## src/rtl/puf_pkg.sv

```systemverilog
// puf_pkg: shared challenge width, LFSR taps and sequencer state encoding
package puf_pkg;
  localparam int C_LENGTH = 8;
  localparam logic [C_LENGTH-1:0] LFSR_TAPS = 8'hB8;
  typedef enum logic [2:0] {IDLE, LOAD, RELAX, LAUNCH, DECIDE, DONE} state_t;
endpackage

```

## src/rtl/puf_lfsr.sv

```systemverilog
// puf_lfsr: right-shifting Galois LFSR with seed load; an all-zero seed is forced to 1
module puf_lfsr
  import puf_pkg::*;
(
  input  logic                clk,
  input  logic                rst_n,
  input  logic                load_i,
  input  logic                step_i,
  input  logic [C_LENGTH-1:0] seed_i,
  output logic [C_LENGTH-1:0] state_o
);
  logic [C_LENGTH-1:0] state_q;
  always_ff @(posedge clk)
    if (!rst_n) state_q <= '0;
    else if (load_i) state_q <= (seed_i == '0) ? C_LENGTH'(1) : seed_i;
    else if (step_i) state_q <= (state_q >> 1) ^ (state_q[0] ? LFSR_TAPS : '0);
  assign state_o = state_q;
endmodule

```

## src/rtl/puf_eval_ctrl.sv

```systemverilog
// puf_eval_ctrl: drives arbiter-PUF challenges and launch pulses, majority-votes each response bit
module puf_eval_ctrl
  import puf_pkg::*;
#(
  parameter int RESP_BITS  = 8,
  parameter int VOTES      = 7,
  parameter int SETTLE_CYC = 2
) (
  input  logic                 clk,
  input  logic                 rst_n,
  input  logic                 i_start,
  input  logic [C_LENGTH-1:0]  i_seed,
  input  logic                 i_puf_resp,
  output logic [C_LENGTH-1:0]  o_challenge,
  output logic                 o_pulse,
  output logic                 o_busy,
  output logic                 o_done,
  output logic [RESP_BITS-1:0] o_response,
  output logic [RESP_BITS-1:0] o_unstable
);
  localparam int VW = $clog2(VOTES + 1);
  localparam int BW = $clog2(RESP_BITS + 1);
  localparam int CW = $clog2(SETTLE_CYC + 2);
  localparam logic [VW-1:0] V_LAST = VW'(VOTES - 1);
  localparam logic [VW-1:0] V_ALL  = VW'(VOTES);
  localparam logic [VW-1:0] V_HALF = VW'(VOTES / 2);
  localparam logic [BW-1:0] B_LAST = BW'(RESP_BITS - 1);
  localparam logic [CW-1:0] RELAX_LAST  = CW'(SETTLE_CYC - 1);
  localparam logic [CW-1:0] LAUNCH_LAST = CW'(SETTLE_CYC + 1);
  state_t state_q, state_d;
  logic [1:0] sync_q;
  logic [CW-1:0] cyc_q, cyc_d;
  logic [VW-1:0] ones_q, ones_d, vote_q, vote_d;
  logic [BW-1:0] bit_q, bit_d;
  logic [C_LENGTH-1:0] chal_q, chal_d, lfsr;
  logic [RESP_BITS-1:0] resp_q, resp_d, unst_q, unst_d, sel;
  logic pulse_q, busy_q, done_q, lfsr_load, lfsr_step;
  puf_lfsr u_lfsr (
    .clk     (clk),
    .rst_n   (rst_n),
    .load_i  (lfsr_load),
    .step_i  (lfsr_step),
    .seed_i  (i_seed),
    .state_o (lfsr)
  );
  assign sel = RESP_BITS'(1) << bit_q;
  always_comb begin
    state_d   = state_q;
    cyc_d     = cyc_q;
    ones_d    = ones_q;
    vote_d    = vote_q;
    bit_d     = bit_q;
    chal_d    = chal_q;
    resp_d    = resp_q;
    unst_d    = unst_q;
    lfsr_load = 1'b0;
    lfsr_step = 1'b0;
    case (state_q)
      IDLE: if (i_start) begin
        lfsr_load = 1'b1;
        bit_d     = '0;
        resp_d    = '0;
        unst_d    = '0;
        state_d   = LOAD;
      end
      LOAD: begin
        chal_d  = lfsr;
        ones_d  = '0;
        vote_d  = '0;
        cyc_d   = '0;
        state_d = RELAX;
      end
      RELAX: begin
        cyc_d   = (cyc_q == RELAX_LAST) ? '0 : cyc_q + CW'(1);
        state_d = (cyc_q == RELAX_LAST) ? LAUNCH : RELAX;
      end
      LAUNCH: if (cyc_q == LAUNCH_LAST) begin
        cyc_d   = '0;
        ones_d  = ones_q + VW'(sync_q[1]);
        vote_d  = vote_q + VW'(1);
        state_d = (vote_q == V_LAST) ? DECIDE : RELAX;
      end else cyc_d = cyc_q + CW'(1);
      DECIDE: begin
        resp_d    = resp_q | ((ones_q > V_HALF) ? sel : '0);
        unst_d    = unst_q | ((ones_q != '0 && ones_q != V_ALL) ? sel : '0);
        lfsr_step = 1'b1;
        bit_d     = bit_q + BW'(1);
        state_d   = (bit_q == B_LAST) ? DONE : LOAD;
      end
      DONE:    state_d = IDLE;
      default: state_d = IDLE;
    endcase
  end
  // Outputs register the next state so they line up with the state they describe.
  always_ff @(posedge clk)
    if (!rst_n) begin
      state_q <= IDLE;
      sync_q  <= '0;
      cyc_q   <= '0;
      ones_q  <= '0;
      vote_q  <= '0;
      bit_q   <= '0;
      chal_q  <= '0;
      resp_q  <= '0;
      unst_q  <= '0;
      pulse_q <= 1'b0;
      busy_q  <= 1'b0;
      done_q  <= 1'b0;
    end else begin
      state_q <= state_d;
      sync_q  <= {sync_q[0], i_puf_resp};
      cyc_q   <= cyc_d;
      ones_q  <= ones_d;
      vote_q  <= vote_d;
      bit_q   <= bit_d;
      chal_q  <= chal_d;
      resp_q  <= resp_d;
      unst_q  <= unst_d;
      pulse_q <= state_d == LAUNCH;
      busy_q  <= state_d != IDLE;
      done_q  <= state_d == DONE;
    end
  assign o_challenge = chal_q;
  assign o_pulse     = pulse_q;
  assign o_busy      = busy_q;
  assign o_done      = done_q;
  assign o_response  = resp_q;
  assign o_unstable  = unst_q;
endmodule
```

## config.mk

```make
export PLATFORM = sky130hd
export DESIGN_NAME = puf_eval_ctrl
export DESIGN_NICKNAME = d
export VERILOG_FILES = /design/src/rtl/puf_pkg.sv /design/src/rtl/puf_lfsr.sv /design/src/rtl/puf_eval_ctrl.sv
export SDC_FILE = /design/constraint.sdc
export NUM_CORES = 1
export LEC_CHECK = 0
export ABC_AREA = 1
export CAP_MARGIN = 20
export CORE_MARGIN = 2
export CORE_UTILIZATION = 37
export CTS_CLUSTER_SIZE = 24
export DETAILED_ROUTE_END_ITERATION = 10
export MAX_ROUTING_LAYER = met4
export PLACE_DENSITY_LB_ADDON = 0.2
export SLEW_MARGIN = 40
export SYNTH_ARGS = -nofsm -noshare
export SYNTH_HDL_FRONTEND = slang
export SYNTH_HIERARCHICAL = 1
export SYNTH_SLANG_ARGS = --single-unit
```

## constraint.sdc

```tcl
create_clock -name clk -period 3.1 [get_ports clk]
set_input_delay 0.31 -clock clk [delete_from_list [all_inputs] [get_ports clk]]
set_output_delay 0.31 -clock clk [all_outputs]
set_load 0.05 [all_outputs]
```

==> flow_summary.json <==
{
  "start_util": 0.381,
  "crit_path_top_delay_cell": "clkdlybuf4s50_1",
  "vias": 1966,
  "io_pins": 39,
  "critical_path.startpoint_type": "flop",
  "pre_cts_ws_ns": 1.24,
  "fmax_ghz": 0.560,
  "fp.coreArea_um2": 6350,
  "async_flop_share": 0,
  "grt_max_degree": 18,
  "crit_family": "buffers and inverters",
  "ant_nets": 0,
  "tns_ns": 0,
  "synth_ff_type": "dfxtp_1",
  "synth_area_um2": 2420,
  "fin_crit_sh": 0.576,
  "post_cts_buffers": 0,
  "drv_cap": 0,
  "drive_gt1_frac": 0.129,
  "dr.max_layer_used": "met4",
  "status": "complete, no violations",
  "rsz0062_at_grt": "false",
  "ctsRootBufferMaster": "clkbuf_8",
  "rows": 29,
  "seq_area_frac_synth": 0.430,
  "arrival_ns": 1.48,
  "final_cell_count_no_fill": 427,
  "die_x_um": 84.9,
  "hpwl_um": 3700,
  "mostFrequentLayoutCell": "nand2_1",
  "gp_congestion": 0.816,
  "final_max_slew_viol_count": 0,
  "ff_latch_area_um2": 1040,
  "setup_viol": 0,
  "clk_pin_slew_ns": 0.10,
  "synth_fp_nets": 336,
  "htreeDepth": 2,
  "grt_use_total": 0.148,
  "insertion_delay_ns": 0.30,
  "post-place-cells": 419,
  "cts_buffers": 5,
  "fin_nets": 374,
  "multi_input_area_um2": 1140,
  "wl_per_cell_um": 11.3,
  "crit_type": "flop to primary output",
  "p_per_area_nw_per_um2": 424,
  "yosys_register_bits": 52,
  "total_leakage_power_nw": 1.19,
  "synth_cells": 311,
  "die_h_um": 84.9,
  "tritoncts": "done",
  "hold_class": "flop to flop",
  "worst-r2r-cell-count": 8,
  "path_max_fanout": 2,
  "antenna_found_initial": 0,
  "path_cells": "clkdlybuf4s50_1",
  "met1_length_um": 2340,
  "nFillCells": 646,
  "cp.depth": 1,
  "vias_per_cell": 4.60,
  "syn_avg_cell_area_um2": 7.78,
  "syn2layout_area_growth_pct": 20.8,
  "wl_met3_um": 127,
  "worst_pin_slew_ns": 0.723,
  "critPathBufInv": 1,
  "grt_pass1_vias": 1896,
  "cts_hold_buffers": 0,
  "ctsResizeCount": 0,
  "synth_edf_count": 0,
  "cp.required_ns": 2.79,
  "setup_slack_ns": 1.31,
  "diodes": 0,
  "drc_errors": 0,
  "grt_pass1_wl_um": 8500,
  "dieArea_um2": 7210,
  "mostFrequentLayoutCells": "nand2_1, dfxtp_1, clkdlybuf4s50_1",
  "finalPower_mw": 1.24,
  "finalHoldViolations": 0,
  "clk_path_buf_depth": 2,
  "finalClockSkew_ns": 0.0101,
  "drt-total-wl_um": 4840,
  "holdPathStages": 2,
  "drt-initial-drc-count": 92,
  "firstDrtPassIters": 4,
  "grt_remaining_overflow": 0,
  "min_period_ns": 1.79,
  "synth.distinct_cells": 26,
  "routed-wl-met2_um": 2320,
  "yosysWarnings": 6,
  "worstSetupEndpointType": "primary output",
  "cts.sinks": 52,
  "ir_drop_mv": 0.234,
  "crit_path_max_incr_delay_ns": 0.81,
  "slew_headroom": 0.517,
  "placement.io_buffers": 38
}
layout make-up:
class | count | area share
inverters | 46 | 0.0599
flip-flops and latches | 52 | 0.356
well taps | 77 | 0.0329
clock buffers | 5 | 0.0235
multi-input cells | 205 | 0.389
repair buffers | 39 | 0.133
clock inverters | 3 | 0.00642
state kept, by name, summed over array words and instances (netlist names), 2 cells and up:
register and count:
o_response 8, vote_q 3, state_q 3, sync_q 2
u_lfsr/state_o 8, o_challenge 8, bit_q 4, o_unstable 8
ones_q 3, cyc_q 2
report_power, final:
group	total [mW]	switching [mW]	internal, mW
combinational	0.156	0.101	0.0551
clock	0.383	0.224	0.158
sequential	0.703	0.0165	0.687
Yosys cell counts, types with 5 or more instances:
master / n / share of area
inv_2: 8 / 0.012
dfxtp_1: 52 / 0.43
xor2_1: 5 / 0.018
nand2_1: 64 / 0.099
ha_1: 13 / 0.067
a21oi_1: 19 / 0.039
nor2_4: 5 / 0.023
nor2_1: 22 / 0.034
o21ai_1: 14 / 0.029
nand2_2: 13 / 0.034
nand3_1: 25 / 0.052
o21ai_0: 8 / 0.017
inv_1: 37 / 0.057
worst min-delay path: stages, from the launching register on:
cell and delay, ns:
dfxtp_1 0.31, nand2_1 0.05, inv_1 0.03
worst paths after layout:
path / from / to / slack [ns]
worst min-delay path: sync_q[0] / sync_q[1] / 0.42
worst max register to register: state_q[2] / u_lfsr/state_o[0] / 1.42
worst min register to register: sync_q[0] / sync_q[1] / 0.42
worst max-delay path: o_unstable[6] / o_unstable[6] / 1.31
through the flow:
| step | instance area [um2] | hold WS, ns | util |
|---|---|---|---|
| 5_1_grt | 2930 | 0.433 | 0.461 |
| 4_1_cts | 2930 | 0.422 | 0.461 |
| 3_3_place_gp | 2840 | 0.395 | 0.447 |
| 6_report | 2930 | 0.420 | 0.461 |
| 2_1_floorplan | 2420 | 0.390 | - |
| 3_5_place_dp | 2840 | 0.401 | 0.447 |
kinds of logic (layout without fill, tap and decap cells):
| kind of cell | count (synthesis) | in the layout | share of synthesized area |
|---|---|---|---|
| AOI/OAI and AO/OA | 51 | 51 | 0.116 |
| buffers and inverters | 54 | 93 | 0.100 |
| xor gates and xnor gates | 5 | 5 | 0.0181 |
| DFF | 52 | 52 | 0.430 |
| and+or+nand+nor | 136 | 136 | 0.269 |
| adders and majority gates | 13 | 13 | 0.0672 |
metal layers:
metal	global-route usage	vias up
li1	-	1054
met1	0.188	879
met2	0.236	29
met3	0.0321	4
met4	0.0476	0
met5	-	-
No activity file was read; power rests on OpenSTA's default activity.
